### src/rtl/instruction_fetch_pkg.sv
// Shared constants, fault codes and fetch-FSM encodings for the instruction fetch stage.
package instruction_fetch_pkg;

  localparam int unsigned LENGTH           = 32;
  localparam int unsigned INST_MEM_ADDRESS = 6;
  localparam int unsigned INST_MEM_LENGTH  = 64;

  localparam logic [LENGTH-1:0] INST_MEM_BYTES   = LENGTH'(INST_MEM_LENGTH * 4);
  localparam logic [LENGTH-1:0] RESET_PC_DEFAULT = 32'h0000_0000;
  localparam logic [LENGTH-1:0] NOP_INST         = 32'h0000_0000;

  typedef enum logic [1:0] {
    FaultNone     = 2'b00,
    FaultMisalign = 2'b01,
    FaultRange    = 2'b10
  } fetch_fault_e;

  typedef enum logic [1:0] {
    IfStStart = 2'b00,
    IfStRun   = 2'b01,
    IfStHalt  = 2'b10
  } if_state_e;

  // Misalignment takes precedence over range; the compare uses the full target width.
  function automatic fetch_fault_e target_fault(input logic [LENGTH-1:0] target);
    if (target[1:0] != 2'b00) begin
      return FaultMisalign;
    end else if (target >= INST_MEM_BYTES) begin
      return FaultRange;
    end
    return FaultNone;
  endfunction

endpackage

### src/rtl/instruction_fetch_if_id_register.sv
// IF/ID pipeline register: clear drops valid and keeps data, hold freezes everything.
module if_id_register
  import instruction_fetch_pkg::*;
(
  input  logic              clk,
  input  logic              rst,
  input  logic              hold,
  input  logic              clear,
  input  logic [LENGTH-1:0] d_pc,
  input  logic [LENGTH-1:0] d_pc_plus4,
  input  logic [LENGTH-1:0] d_instruction,
  output logic [LENGTH-1:0] q_pc,
  output logic [LENGTH-1:0] q_pc_plus4,
  output logic [LENGTH-1:0] q_instruction,
  output logic              q_valid
);

  always_ff @(posedge clk) begin
    if (rst) begin
      q_pc          <= '0;
      q_pc_plus4    <= '0;
      q_instruction <= NOP_INST;
      q_valid       <= 1'b0;
    end else if (clear) begin
      q_valid <= 1'b0;
    end else if (!hold) begin
      q_pc          <= d_pc;
      q_pc_plus4    <= d_pc_plus4;
      q_instruction <= d_instruction;
      q_valid       <= 1'b1;
    end
  end

endmodule

### src/rtl/instruction_fetch.sv
// Fetch stage: owns the PC, drives the instruction memory address and fills IF/ID.
module instruction_fetch
  import instruction_fetch_pkg::*;
#(
  parameter logic [LENGTH-1:0] RESET_PC = RESET_PC_DEFAULT,
  parameter int unsigned       ADDR_W   = INST_MEM_ADDRESS
) (
  input  logic              clk,
  input  logic              rst,
  input  logic              stall,
  input  logic              redirect_valid,
  input  logic [LENGTH-1:0] redirect_target,
  output logic [ADDR_W+1:2] im_address,
  input  logic [LENGTH-1:0] im_instruction,
  output logic [LENGTH-1:0] if_pc,
  output logic [LENGTH-1:0] if_pc_plus4,
  output logic [LENGTH-1:0] if_instruction,
  output logic              if_valid,
  output logic [1:0]        fetch_fault,
  output logic [31:0]       fetch_count
);

  if_state_e         state_q, state_d;
  fetch_fault_e      fault_q, fault_d, redirect_fault;
  logic [LENGTH-1:0] pc_q, pc_d, pc_plus4;
  logic [31:0]       count_q, count_d;
  logic              ifid_hold, ifid_clear;

  assign pc_plus4       = pc_q + 32'd4;
  assign redirect_fault = target_fault(redirect_target);
  assign im_address     = pc_q[ADDR_W+1:2];
  assign fetch_fault    = fault_q;
  assign fetch_count    = count_q;

  always_comb begin
    state_d    = state_q;
    fault_d    = fault_q;
    pc_d       = pc_q;
    count_d    = count_q;
    ifid_hold  = 1'b0;
    ifid_clear = 1'b0;
    unique case (state_q)
      IfStStart, IfStHalt: begin
        ifid_clear = 1'b1;
        if (state_q == IfStStart) state_d = IfStRun;
        if (redirect_valid) begin
          fault_d = redirect_fault;
          if (redirect_fault == FaultNone) begin
            pc_d    = redirect_target;
            state_d = IfStRun;
          end else begin
            state_d = IfStHalt;
          end
        end
      end
      IfStRun: begin
        if (redirect_valid) begin
          ifid_clear = 1'b1;
          fault_d    = redirect_fault;
          if (redirect_fault == FaultNone) pc_d = redirect_target;
          else                             state_d = IfStHalt;
        end else if (stall) begin
          ifid_hold = 1'b1;
        end else begin
          count_d = count_q + 32'd1;
          // The final word is still captured before halting on the end of memory.
          if (pc_plus4 == INST_MEM_BYTES) begin
            state_d = IfStHalt;
            fault_d = FaultRange;
          end else begin
            pc_d = pc_plus4;
          end
        end
      end
      default: begin
        state_d    = IfStHalt;
        ifid_clear = 1'b1;
      end
    endcase
  end

  always_ff @(posedge clk) begin
    if (rst) begin
      state_q <= IfStStart;
      fault_q <= FaultNone;
      pc_q    <= RESET_PC;
      count_q <= '0;
    end else begin
      state_q <= state_d;
      fault_q <= fault_d;
      pc_q    <= pc_d;
      count_q <= count_d;
    end
  end

  if_id_register u_if_id_register (
    .clk           (clk),
    .rst           (rst),
    .hold          (ifid_hold),
    .clear         (ifid_clear),
    .d_pc          (pc_q),
    .d_pc_plus4    (pc_plus4),
    .d_instruction (im_instruction),
    .q_pc          (if_pc),
    .q_pc_plus4    (if_pc_plus4),
    .q_instruction (if_instruction),
    .q_valid       (if_valid)
  );

endmodule

### config.mk
export PLATFORM = sky130hd
export DESIGN_NAME = instruction_fetch
export DESIGN_NICKNAME = d
export VERILOG_FILES = /design/src/rtl/instruction_fetch_pkg.sv /design/src/rtl/instruction_fetch_if_id_register.sv /design/src/rtl/instruction_fetch.sv
export SDC_FILE = /design/constraint.sdc
export NUM_CORES = 1
export LEC_CHECK = 0
export ABC_CLOCK_PERIOD_IN_PS = 9800
export BUFFER_PORTS_ARGS = -buffer_cell sky130_fd_sc_hd__buf_2
export CAP_MARGIN = 20
export CELL_PAD_IN_SITES_DETAIL_PLACEMENT = 0
export CELL_PAD_IN_SITES_GLOBAL_PLACEMENT = 2
export CORE_ASPECT_RATIO = 1.25
export CORE_UTILIZATION = 32
export DETAILED_ROUTE_END_ITERATION = 8
export GPL_TIMING_DRIVEN = 0
export MAX_ROUTING_LAYER = met4
export PLACE_DENSITY = 0.81
export SKIP_CTS_REPAIR_TIMING = 1
export SLEW_MARGIN = 20
export SYNTH_ARGS = -nofsm -noshare
export SYNTH_HDL_FRONTEND = slang
export SYNTH_SLANG_ARGS = --single-unit
### constraint.sdc
create_clock -name clk -period 9.8 [get_ports clk]
set_input_delay 1.47 -clock clk [delete_from_list [all_inputs] [get_ports clk]]
set_output_delay 1.47 -clock clk [all_outputs]
set_load 0.005 [all_outputs]
---- Word level (Yosys, flattened, before mapping) ----
Index checks and enable logic that the tools add are counted.
operators by class
  add/subtract/negate cells ............... 2
  $mul .................................... 0
  divide/modulo/power cells ............... 0
  $lt $le $gt $ge ......................... 1
  equal/unequal tests ..................... 9
  shift-type cells ........................ 0
  multiplexer cells ....................... 27
  bitwise operators ....................... 4
  reduce and logical (&&, ||, !) cells .... 11
operators by type and width
  cell                     count
  $mux W32                 5
  $pmux W32 S2             1
  $add A32 B1 Y32 const B  1
  $add A32 B3 Y32 const B  1
  $eq A32 B9 Y1 const B    1
  $ge A32 B9 Y1 const B    1
  $mux W2                  12
  $ne A3 B3 Y1 const B     5
  $reduce_and A4 Y1        3
  $pmux W2 S2              2
  $mux W1                  7
  $logic_not A2 Y1         2
  $not A1 Y1               4
  $reduce_bool A2 Y1       2
  $reduce_or A2 Y1         2
  $reduce_and A3 Y1        1
  $eq A2 B1 Y1 const B     1
  $eq A2 B2 Y1 const B     1
  $ne A2 B2 Y1 const B     1
  $reduce_and A2 Y1        1
word-level totals
  register bits after elaboration ......... 165
  latch bits .............................. 0
  bits in writable memories ............... 0
  bits in read-only memories .............. 0
  bits of input ports ..................... 68
  output and inout port bits .............. 137
  word-level logic and storage cells ...... 62
  memories kept ........................... 0

---- Longest topological paths before layout ----
Gate-level depths: netlist of run 1.
  depth in word-level cells ............... 8
  mapped depth ............................ 13
  gate-level depth less buffers ........... 9

---- Modules after synthesis ----
Synthesis of run 1 repeated with hierarchy kept, for this count alone.
unflattened totals
  cells, all modules ...................... 993
  area total of the unflattened synthesis .. 8,245.4 um2
modules (own cells, without submodules)
  module             times used  cells an instance  area each (um2)  sequential area each (um2)
  instruction_fetch  1           553                4,252.8          1,361.3
  if_id_register     1           440                3,992.6          1,941.9

---- Worst setup path before layout of run 1 ----
No wires, ideal clock.
  path kind ............................... input-to-reg
  from .................................... in redirect_valid
  to ...................................... reg count_q[31] (netlist: fetch_count[31])
  setup time .............................. 0.070 ns
  arrival ................................. 3.921 ns
  required time ........................... 9.730 ns
  slack ................................... 5.808 ns
  cell stages on the path ................. 10
  path buffers ............................ 2
  cells stage by stage .................... or4b_1 clkbuf_1 or2_2 clkbuf_1 nor3_1 nand3_1 nor2_1 nand3_1 or3_1 a21oi_1
on the way
  longest elaborated chain between the ends .. 2
RTL lines
  what                                line                     RTL
  from (decl)                         instruction_fetch.sv:11  input logic redirect_valid,
  $not A1 Y1 (no source line)         -
  $reduce_and A3 Y1 (no source line)  -
  to (signal assigned)                instruction_fetch.sv:92  count_q <= count_d;
  to (decl)                           instruction_fetch.sv:26  logic [31:0] count_q, count_d;
No other way between the ends.
A chain may end at the register's enable or synchronous reset.

---- Worst setup path in the final report of run 1 ----
Same ends and word-level chain as after synthesis.

==> results of run 1 <==
-- metrics by stage --
| stage | cells | setup slack [ns] | total power [W] | area [sq um] | hold slack (ns) |
|---|---|---|---|---|---|
| 2_1_floorplan | 977 | 5.81 | 0.000735 | 7620 | 0.439 |
| 3_3_place_gp | 1468 | 4.92 | 0.000778 | 8990 | 0.431 |
| 3_5_place_dp | 1468 | 4.91 | 0.000778 | 9000 | 0.435 |
| 4_1_cts | 1500 | 5.36 | 0.00145 | 9590 | 0.450 |
| 5_1_grt | 1500 | 5.15 | 0.00149 | 9590 | 0.470 |
| 6_report | 1500 | 5.41 | 0.00143 | 9590 | 0.450 |
-- power by group through the flow --
stage	clock, W	sequential (W)	combinational (W)
2_1_floorplan	0	0.000690	0.0000453
3_3_place_gp	0	0.000690	0.0000879
3_5_place_dp	0	0.000690	0.0000878
4_1_cts	0.000685	0.000675	0.0000882
5_1_grt	0.000716	0.000676	0.0000968
6_report	0.000671	0.000675	0.0000873
-- cells by family (layout without fill, tap and decap cells) --
group | after synthesis | in the layout
simple gates | 452 | 452
compound gates | 201 | 201
flops | 163 | 163
buf+inv | 97 | 332
xor+xnor | 54 | 54
mux | 7 | 7
fa+ha+maj | 3 | 3
-- flip-flops by register name, indices dropped and copies added (netlist names) --
name	flops
u_if_id_register.q_pc_plus4	30
pc_q	32
u_if_id_register.q_pc	32
u_if_id_register.q_valid	1
u_if_id_register.q_instruction	32
fetch_fault	2
state_q	2
fetch_count	32
-- layer usage --
metal  vias up  wire length [um]
met5         -                 0
met4         0               398
met3        26              1340
met2       261             12300
met1      3486             12000
li1       3814                 -
-- how the worst min path moves through the flow --
stage | to | slack, ns | cells after the start | from
floorplan | u_if_id_register.q_pc_plus4[20] | 0.44 | 2 | u_if_id_register.q_pc_plus4[20]
global placement | u_if_id_register.q_pc_plus4[24] | 0.43 | 2 | u_if_id_register.q_pc_plus4[24]
detailed placement | u_if_id_register.q_pc_plus4[22] | 0.43 | 2 | u_if_id_register.q_pc_plus4[22]
CTS | u_if_id_register.q_pc_plus4[20] | 0.45 | 2 | u_if_id_register.q_pc_plus4[20]
global route | u_if_id_register.q_instruction[20] | 0.47 | 2 | u_if_id_register.q_instruction[20]
finish | u_if_id_register.q_pc_plus4[20] | 0.45 | 2 | u_if_id_register.q_pc_plus4[20]
-- critical path, stage by stage --
cell      delay, ns
buf_2          0.12
or4b_1         0.57
clkbuf_1       0.32
or2_2          0.37
clkbuf_1       0.16
nor3_1         0.39
nand3_1        0.23
nor2_1         0.37
nand3_1        0.22
or3_1          0.38
a21oi_1        0.14
-- final cells by class --
| cell class | instances | area, sq um |
|---|---|---|
| buffer | 88 | 418 |
| clock buffer | 17 | 425 |
| clock inverter | 15 | 164 |
| fill | 2462 | 13600 |
| inverter | 9 | 33.8 |
| multi-input combinational | 717 | 3910 |
| sequential | 163 | 3260 |
| tap | 288 | 360 |
| timing repair buffer | 203 | 1020 |
-- layout by cell type, fill, tap and decap left out, drive strengths merged, types with 8 or more instances in the layout --
cell type  netlist  layout
inv              8      15
o211ai          11      11
and4             9       9
buf             23     226
dfxtp          163     163
o22ai            8       8
xnor2           20      20
and3            15      15
clkbuf          65      82
xor2            34      34
nor2            74      74
nand4           16      16
a211oi          16      16
nand3           39      39
nor4            18      18
nor3b            8       8
o21ai           45      45
nor3            15      15
nand2          224     224
a21oi           91      91
==> metrics.txt, run 1 <==
WL final=26000 um; clock sink count=163; global routing's busiest layer=met2; number of global-route vias before repair=7167; Worst setup SP type=primary input; Pwr Density=149 mW/mm^2; Final min period=4.39 ns; reg-to-reg slack, setup=5.63 ns; DIE AREA=0.0244 sq mm; Congestion Overflow GR=0; Via density=5.06; status=completed; Hold WC Path Type=flop to flop; CP Capture Type=flop; FF-to-FF Start=pc_q[5]; Switching Share=27.2%; crit path max fanout=10; sequential share of the synthesized area=42.8%; flops & latches, synth=163; RSZ-0062 raised after global routing=no; nets=1270; simple-gate area share of the yosys netlist=27.4%; Ports=205; first-pass GRT wire length=40600 um; GRT met3 Usage=3.80%; Comb pwr share=6.1%; endpoints failing hold=0; TritonRoute pass-1 iters=5; cell taking the most area after synthesis=dfxtp_1; clk_skew=0.0139 ns; H-Tree Level Count=4; clock insertion delay at the later pin of the skew report=0.43 ns; CTS clk-pin slew, worst paths=0.08 ns; Row Count=62; actual slew at the worst max-slew pin=0.968 ns; crit path kind=primary input to flop; layout cell share with drive strength beyond 1=22.5%; Post-synth EDFFs=0; Die Y=174 um; P_sw=0.000389 W; RR Endpoint=pc_q[6]; via count=7587; Reg2Reg Depth=11; met1 usage in global routing=28.0%; Synth Area in XOR/XNOR=6.21%; worst setup path startpoint=redirect_valid; CTS root buf=clkbuf_16; number of antenna violations at the first check in global routing=0; Post-Synthesis Cell Area=0.00762 sq mm; Clk pwr share=46.8%; Seq pwr share=47.1%; Post-synth top cells=nand2_1 (224), dfxtp_1 (163), a21oi_1 (91); clk buf depth=2; Global Route Usage Sum=22.1%; met2 GRT Util=36.1%; Slew Viols, Final=0; post-DR wirelength/cell=17.4 um; TNS Setup=0 ns; Synth Flop Type=dfxtp_1; Core Util, Final=41.4%; TritonCTS Buffers=17; FMAX=228 MHz; max_cap viols=0; PortBufs=203; largest family of logic cells by synthesized area=simple AND/OR/NAND/NOR gates; CP arrival=4.76 ns; Routed Antenna Nets=0; initial drt markers=430; Post-Syn Instances=977; Mean Syn Cell Area=7.80 sq um; synthesis-to-layout area growth=26.0%; Critical Path RT=10.17 ns; Synth area leaders=dfxtp_1 (43%), nand2_1 (11%), a21oi_1 (6.0%); Net Count, Synth=1048; synth warn=0; ys async rst share=0%; synth unique cells=59; Tcrit/Tclk final=44.8%; # diodes=0; DRC viols=0; peak supply drop=0.117 mV; initial core utilization=32.8%; complex-gate fraction of the synthesized area=16.2%; proportion of synthesized area in mux cells=0.920%; Final Wtd Congestion=0.843; Pleak=3.88 nW; largest net degree at the start of global routing=19; Pint=0.00104 W; core area=0.0232 sq mm; dpl hpwl=20000 um; adder-cell share of the synthesized area=0.493%; CTS tree=yes; share of the synthesized area in the top cell type=42.8%; # setup viols final=0; count leader, synth=nand2_1; Die X-Extent=140 um; max_slew headroom=35.3%; worst setup path endpoint=fetch_count[31]
Note: power is estimated with default switching activity, not from simulation.
==> inputs of run 2 (changes only) <==
--- a/config.mk
+++ b/config.mk
@@ -5,17 +5,18 @@
 export SDC_FILE = /design/constraint.sdc
 export NUM_CORES = 1
 export LEC_CHECK = 0
-export ABC_CLOCK_PERIOD_IN_PS = 9800
+export ABC_AREA = 1
+export ABC_CLOCK_PERIOD_IN_PS = 4550
 export BUFFER_PORTS_ARGS = -buffer_cell sky130_fd_sc_hd__buf_2
 export CAP_MARGIN = 20
 export CELL_PAD_IN_SITES_DETAIL_PLACEMENT = 0
 export CELL_PAD_IN_SITES_GLOBAL_PLACEMENT = 2
 export CORE_ASPECT_RATIO = 1.25
-export CORE_UTILIZATION = 32
+export CORE_UTILIZATION = 28
 export DETAILED_ROUTE_END_ITERATION = 8
 export GPL_TIMING_DRIVEN = 0
 export MAX_ROUTING_LAYER = met4
-export PLACE_DENSITY = 0.81
+export PLACE_DENSITY = 0.75
 export SKIP_CTS_REPAIR_TIMING = 1
 export SLEW_MARGIN = 20
 export SYNTH_ARGS = -nofsm -noshare
==> constraint.sdc (replaced) <==
create_clock -name clk -period 4.55 [get_ports clk]
set_input_delay 0.6825 -clock clk [delete_from_list [all_inputs] [get_ports clk]]
set_output_delay 0.6825 -clock clk [all_outputs]
set_load 0.005 [all_outputs]
==> run 2 against run 1 <==
Setup slack got worse by 3.8 ns. Clock skew decreased by 0.0018 ns. Final cell count increased by 27%. Count of clock-buffer cells in the layout increased by 1. Flip-flop and latch count unchanged. Total power increased by 130%. Non-clock buffer count decreased by 9. Clock power increased by 120%. Die area increased by 25%. Worst hold slack improved by 0.016 ns. Sequential power increased by 120%. Global-route usage increased by 0.24 points. Largest cell class unchanged.
==> metrics.txt, run 2 <==
status=completed (unchanged); FF-to-FF Start=pc_q[3] (was pc_q[5]); RR Endpoint=pc_q[7] (was pc_q[6]); Row Count=70 (was 62); clk_skew=0.0121 ns (was 0.0139 ns); max incr delay on CP=0.51 ns (was 0.57 ns); Global Route Usage Sum=22.4% (was 22.1%); Slew Viols, Final=0 (unchanged); TritonCTS Buffers=17 (unchanged); post-DR wirelength/cell=17.0 um (was 17.4 um); reg-to-reg slack, setup=1.58 ns (was 5.63 ns); DRC viols=0 (unchanged); crit path max fanout=10 (unchanged); cell taking the most area after synthesis=dfxtp_1 (unchanged); final std cells w/o fill=1906 (was 1500); CTS tree=yes (unchanged); Synth area leaders=dfxtp_1 (39%), nand2_1 (12%), nor2_1 (9.9%) (was dfxtp_1 (43%), nand2_1 (11%), a21oi_1 (6.0%)); Post-Synthesis Cell Area=0.00832 sq mm (was 0.00762 sq mm); number of global-route vias before repair=8582 (was 7167); Die X-Extent=156 um (was 140 um); worst path bufs/invs=2 (was 3); TritonRoute pass-1 iters=5 (unchanged); H-Tree Level Count=4 (unchanged); FMAX=336 MHz; Routed Antenna Nets=0 (unchanged); Final Wtd Congestion=0.874 (was 0.843); Hold Crit Depth=2 (unchanged); CP Capture Type=flop (unchanged); # diodes=0 (unchanged); Hold Path Origin=fetch_count[31] (was u_if_id_register.q_pc_plus4[20]); PortBufs=202 (was 203); Core Util, Final=35.6% (was 41.4%); Fill cells=3359 (was 2462); count leader, synth=nand2_1 (unchanged); commonest non-fill, non-tap cell in the layout=nand2_1 (unchanged); Post-synth top cells=nand2_1 (273), nor2_1 (220), dfxtp_1 (163) (was nand2_1 (224), dfxtp_1 (163), a21oi_1 (91)); core area=0.0293 sq mm (was 0.0232 sq mm); endpoints failing hold=0 (unchanged); synthesis-to-layout area growth=25.0% (was 26.0%); TNS Setup=0 ns (unchanged); share of the synthesized area in the top cell type=39.2% (was 42.8%); Critical Path RT=4.84 ns (was 10.17 ns); clk buf depth=2 (unchanged); # setup viols final=0 (unchanged); Reg2Reg Depth=15 (was 11); Tcrit/Tclk final=65.3%; Hold WC Path Type=flop to flop (unchanged); max_slew headroom=48.4% (was 35.3%); nets=1569 (was 1270); Net Count, Synth=1348 (was 1048); actual slew at the worst max-slew pin=0.773 ns (was 0.968 ns); via count=8930 (was 7587); number of antenna violations at the first check in global routing=0 (unchanged); initial core utilization=28.4% (was 32.8%); peak supply drop=0.215 mV (was 0.117 mV); largest net degree at the start of global routing=17 (was 19); Final min period=2.97 ns; Ports=205 (unchanged); DP Cell Count=1875 (was 1468); most frequent cells in the layout=nand2_1 (273), nor2_1 (220), buf_2 (207) (was nand2_1 (224), buf_2 (209), dfxtp_1 (163)); Hold EP=fetch_count[31] (was u_if_id_register.q_pc_plus4[20]); CP delay by family, top=simple AND/OR/NAND/NOR gates (unchanged); initial drt markers=558 (was 430); Via density=4.69 (was 5.06); flops & latches, synth=163 (unchanged); Pwr Density=314 mW/mm^2 (was 149 mW/mm^2); Synth Flop Type=dfxtp_1 (unchanged); synth unique cells=36 (was 59); CTS root buf=clkbuf_16 (unchanged); Congestion Overflow GR=0 (unchanged); slowest cell on the critical path=dfxtp_1 (was or4b_1); sequential share of the synthesized area=39.2% (was 42.8%); crit-path most repeated cell=nor2_1; CTS clk-pin slew, worst paths=0.07 ns (was 0.08 ns); DIE AREA=0.0304 sq mm (was 0.0244 sq mm); ys async rst share=0% (unchanged); WL final=32400 um (was 26000 um); worst-path cell chain=ha_1 > inv_1 > nor2_2 > nand3_2 > nor2_1 > nor2_1 > nor2_1 > nand3_1 > nor2_1 > nand3_2 > nand2_4 > nand2_2 > buf_2 > nand2_1 > a21oi_1 (was buf_2 > or4b_1 > clkbuf_1 > or2_2 > clkbuf_1 > nor3_1 > nand3_1 > nor2_1 > nand3_1 > or3_1 > a21oi_1); dpl hpwl=25200 um (was 20000 um); CP arrival=3.26 ns (was 4.76 ns); layout cell share with drive strength beyond 1=18.9% (was 22.5%); Post-synth EDFFs=0 (unchanged); clock insertion delay at the later pin of the skew report=0.44 ns (was 0.43 ns); Tot Pwr=0.00327 W (was 0.00143 W); Post-Syn Instances=1277 (was 977); clock sink count=163 (unchanged); Mean Syn Cell Area=6.52 sq um (was 7.80 sq um); crit path kind=flop to flop (was primary input to flop); Worst setup SP type=flop (was primary input); first-pass GRT wire length=49700 um (was 40600 um); synth warn=0 (unchanged); Die Y=195 um (was 174 um); max_cap viols=0 (unchanged); Pleak=4.44 nW (was 3.88 nW); RSZ-0062 raised after global routing=no (unchanged)
==> run 2: cell types whose count changed after synthesis, moves of 20 or more <==
cell,change
inv_1,+103
nand2_1,+49
xnor2_1,-20
nor2_1,+146
xor2_1,-28
o21ai_0,+85
nand3_1,+51
==> run 2: routing by layer <==
layer  GRT usage [%]  part of all wire (%)  vias up
li1                -                     -     4574
met1            27.1                    45     4072
met2            36.5                    47      240
met3            3.34                   4.0       44
met4            9.99                   3.8        0
met5               -                     0        -
==> run 2: cells by family (layout without fill, tap and decap cells) <==
group | after synthesis | in the layout | synth area share [%]
compound gates | 248 | 248 | 16.2
xor+xnor | 6 | 6 | 0.632
fa+ha+maj | 3 | 3 | 0.451
buf+inv | 194 | 427 | 9.59
flops | 163 | 163 | 39.2
mux | 2 | 2 | 0.241
simple gates | 661 | 661 | 33.7
==> run 2: cell type report <==
class | instances | area, sq um | share of cell area (%)
Buffer | 80 | 370 | 3.56
Clock buffer | 18 | 439 | 4.22
Clock inverter | 13 | 138 | 1.32
Inverter | 114 | 428 | 4.11
Multi-Input combinational cell | 920 | 4260 | 40.9
Sequential cell | 163 | 3260 | 31.4
Tap cell | 396 | 495 | 4.76
Timing Repair Buffer | 202 | 1010 | 9.72
==> run 2: per-stage QoR <==
stage	hold WS, ns	worst slack, ns	cell area [sq um]
6_report	0.466	1.58	10400
3_5_place_dp	0.454	1.20	9830
2_1_floorplan	0.455	2.25	8320
5_1_grt	0.486	1.24	10400
3_3_place_gp	0.451	1.15	9830
4_1_cts	0.467	1.58	10400
==> run 2: worst max-delay path by stage <==
stage | from | to | slack [ns] | cells after the start
final | pc_q[3] | pc_q[7] | 1.58 | 15
after global routing | pc_q[3] | pc_q[3] | 1.24 | 15
after CTS | pc_q[3] | pc_q[7] | 1.58 | 15
after detailed placement | redirect_target[21] | state_q[1] | 1.20 | 13
after global placement | redirect_target[21] | state_q[1] | 1.15 | 13
after floorplan | redirect_valid | fetch_count[26] | 2.25 | 13
==> run 2: where the power goes <==
group	total [W]	switching (W)	internal, W
Combinational	0.000313	0.000205	0.000108
Sequential	0.00149	0.0000220	0.00147
Clock	0.00147	0.000681	0.000788
==> run 2: worst register-to-register path: cells and delay by family, from the launching register on <==
kind / cells / cell delay (ns)
AO/OA/AOI/OAI: 1 / 0.06
AND/OR/NAND/NOR: 11 / 1.67
buffers and inverters: 2 / 0.29
flip-flops: 1 / 0.51
adder cells (fa/ha/maj): 1 / 0.30
==> inputs of run 3 (changes only) <==
--- a/config.mk
+++ b/config.mk
@@ -6,7 +6,7 @@
 export NUM_CORES = 1
 export LEC_CHECK = 0
 export ABC_AREA = 1
-export ABC_CLOCK_PERIOD_IN_PS = 4550
+export ABC_CLOCK_PERIOD_IN_PS = 2800
 export BUFFER_PORTS_ARGS = -buffer_cell sky130_fd_sc_hd__buf_2
 export CAP_MARGIN = 20
 export CELL_PAD_IN_SITES_DETAIL_PLACEMENT = 0
==> constraint.sdc (replaced) <==
create_clock -name clk -period 2.8 [get_ports clk]
set_input_delay 0.42 -clock clk [delete_from_list [all_inputs] [get_ports clk]]
set_output_delay 0.42 -clock clk [all_outputs]
set_load 0.005 [all_outputs]
==> run 3 against run 2 <==
Combinational power is 63% higher. Routed wire length up 0.16%. Total power up 62%. Register-to-register slack got worse by 1.4 ns. Largest cell class unchanged. Flip-flop and latch count unchanged. Sequential power grew 62%.
==> metrics.txt, run 3 (synthesis gave the netlist of run 2 again) <==
synthesis-to-layout area growth=25.7% (was 25.0%); Worst setup SP type=flop (unchanged); Pwr Density=507 mW/mm^2 (was 314 mW/mm^2); clock insertion delay at the later pin of the skew report=0.44 ns (about the same); CTS clk-pin slew, worst paths=0.07 ns (about the same); CP arrival=2.86 ns (was 3.26 ns); actual slew at the worst max-slew pin=0.799 ns (was 0.773 ns); PortBufs=202 (unchanged); final std cells w/o fill=1904 (was 1906); Congestion Overflow GR=0 (unchanged); initial drt markers=618 (was 558); clk buf depth=2 (unchanged); clock sink count=163 (unchanged); slowest cell on the critical path=dfxtp_1 (unchanged); Die X-Extent=156 um (unchanged); dpl hpwl=25200 um (unchanged); Die Y=195 um (unchanged); reg-to-reg slack, setup=0.22 ns (was 1.58 ns); most frequent cells in the layout=nand2_1 (271), nor2_1 (216), buf_2 (206) (was nand2_1 (273), nor2_1 (220), buf_2 (207)); multi-input logic area=0.00431 sq mm (was 0.00426 sq mm); Hold WC Path Type=primary input to flop (was flop to flop); largest net degree at the start of global routing=17 (unchanged); H-Tree Level Count=4 (unchanged); max incr delay on CP=0.32 ns (was 0.51 ns); RSZ-0062 raised after global routing=no (unchanged); worst-path cell chain=buf_4 > nand2_1 > nor2_2 > nand2_1 > nor2_2 > nand2_1 > nand2_1 > nand2_1 > nor2_1 > nand2_1 > nor2_1 > nand3_2 > nand2_4 > nand2_2 > clkbuf_4 > nand2_1 > a21oi_1 (was ha_1 > inv_1 > nor2_2 > nand3_2 > nor2_1 > nor2_1 > nor2_1 > nand3_1 > nor2_1 > nand3_2 > nand2_4 > nand2_2 > buf_2 > nand2_1 > a21oi_1); Final min period=2.58 ns (was 2.97 ns); number of antenna violations at the first check in global routing=0 (unchanged); nets=1567 (was 1569); clk_skew=0.0113 ns (was 0.0121 ns); Ports=205 (unchanged); Tcrit/Tclk final=92.2% (was 65.3%); post-DR wirelength/cell=17.0 um (about the same); max_cap viols=0 (unchanged); DP Cell Count=1875 (unchanged); Pleak=4.46 nW (was 4.44 nW); status=completed (unchanged); endpoints failing hold=0 (unchanged); crit path max fanout=10 (unchanged); max_slew headroom=46.8% (was 48.4%); Core Util, Final=35.8% (was 35.6%); number of global-route vias before repair=8582 (unchanged); CTS root buf=clkbuf_16 (unchanged); initial core utilization=28.4% (unchanged); core area=0.0293 sq mm (unchanged); DIE AREA=0.0304 sq mm (unchanged); layout cell share with drive strength beyond 1=20.3% (was 18.9%); Routed Antenna Nets=0 (unchanged); WL final=32500 um (was 32400 um); dpl ws=-0.289 ns (was 1.20 ns); crit-path most repeated cell=nand2_1 (was nor2_1); Critical Path RT=3.08 ns (was 4.84 ns); CTS tree=yes (unchanged); Via density=4.69 (about the same); Final Worst Setup Slack=0.218 ns (was 1.58 ns); FMAX=387 MHz (was 336 MHz); first-pass GRT wire length=49700 um (unchanged); FF+latch area=0.00328 sq mm (was 0.00326 sq mm); DRC viols=0 (unchanged); Slew Viols, Final=0 (unchanged); peak supply drop=0.349 mV (was 0.215 mV); commonest non-fill, non-tap cell in the layout=nand2_1 (unchanged); Global Route Usage Sum=22.4% (unchanged); Row Count=70 (unchanged); crit path kind=flop to flop (unchanged); # diodes=0 (unchanged); TritonCTS Buffers=17 (unchanged); Fill cells=3352 (was 3359); # setup viols final=0 (unchanged); CP Capture Type=flop (unchanged); TritonRoute pass-1 iters=5 (unchanged); Final Wtd Congestion=0.874 (unchanged); via count=8934 (was 8930)
## run 3: cell count changes in the layout (fill, tap and decap cells not counted), sizes merged
cell | before | now
buf | 226 | 225
clkbuf | 74 | 73
## run 3: report_power, final
group	switching, W	internal, W	total (W)
Sequential	0.0000358	0.00238	0.00242
Clock	0.00110	0.00128	0.00238
Combinational	0.000334	0.000176	0.000510
Total	0.00147	0.00384	0.00531
## run 3: critical path, delay by kind of cell (launching register included)
family	cells	cell delay, ns
AND/OR/NAND/NOR	14	1.67
buffers and inverters	2	0.37
flip-flops	1	0.32
AO/OA/AOI/OAI	1	0.06
## run 3: area by class of cell
type	instances	share of cell area [%]
Tap cell	396	4.74
Clock inverter	13	1.32
Inverter	114	4.09
Sequential cell	163	31.3
Buffer	78	3.52
Clock buffer	18	4.20
Multi-Input combinational cell	920	41.2
Timing Repair Buffer	202	9.66
## run 3: path summary, 6_finish.rpt
check,endpoint,start,cells after the start
max reg2reg,pc_q[7],pc_q[13],17
max,pc_q[7],pc_q[13],17
min reg2reg,fetch_count[31],fetch_count[31],2
min,u_if_id_register.q_instruction[28],im_instruction[28],3
## run 3: routing by layer
metal,GRT usage [%],up-vias,part of all wire [%]
li1,-,4573,-
met1,27.1,4051,45
met2,36.5,268,47
met3,3.34,42,4.2
met4,9.99,0,3.7
met5,-,-,0
## run 3: metrics by stage
step / cell area [sq um] / TNS [ns] / hold WS [ns] / power [W]
5_1_grt: 10500 / 0 / 0.223 / 0.00556
3_5_place_dp: 9830 / -4.57 / 0.454 / 0.00299
4_1_cts: 10400 / -4.35 / 0.219 / 0.00539
6_report: 10500 / 0 / 0.231 / 0.00531
3_3_place_gp: 9830 / -4.18 / 0.451 / 0.00299
2_1_floorplan: 8320 / 0 / 0.455 / 0.00274
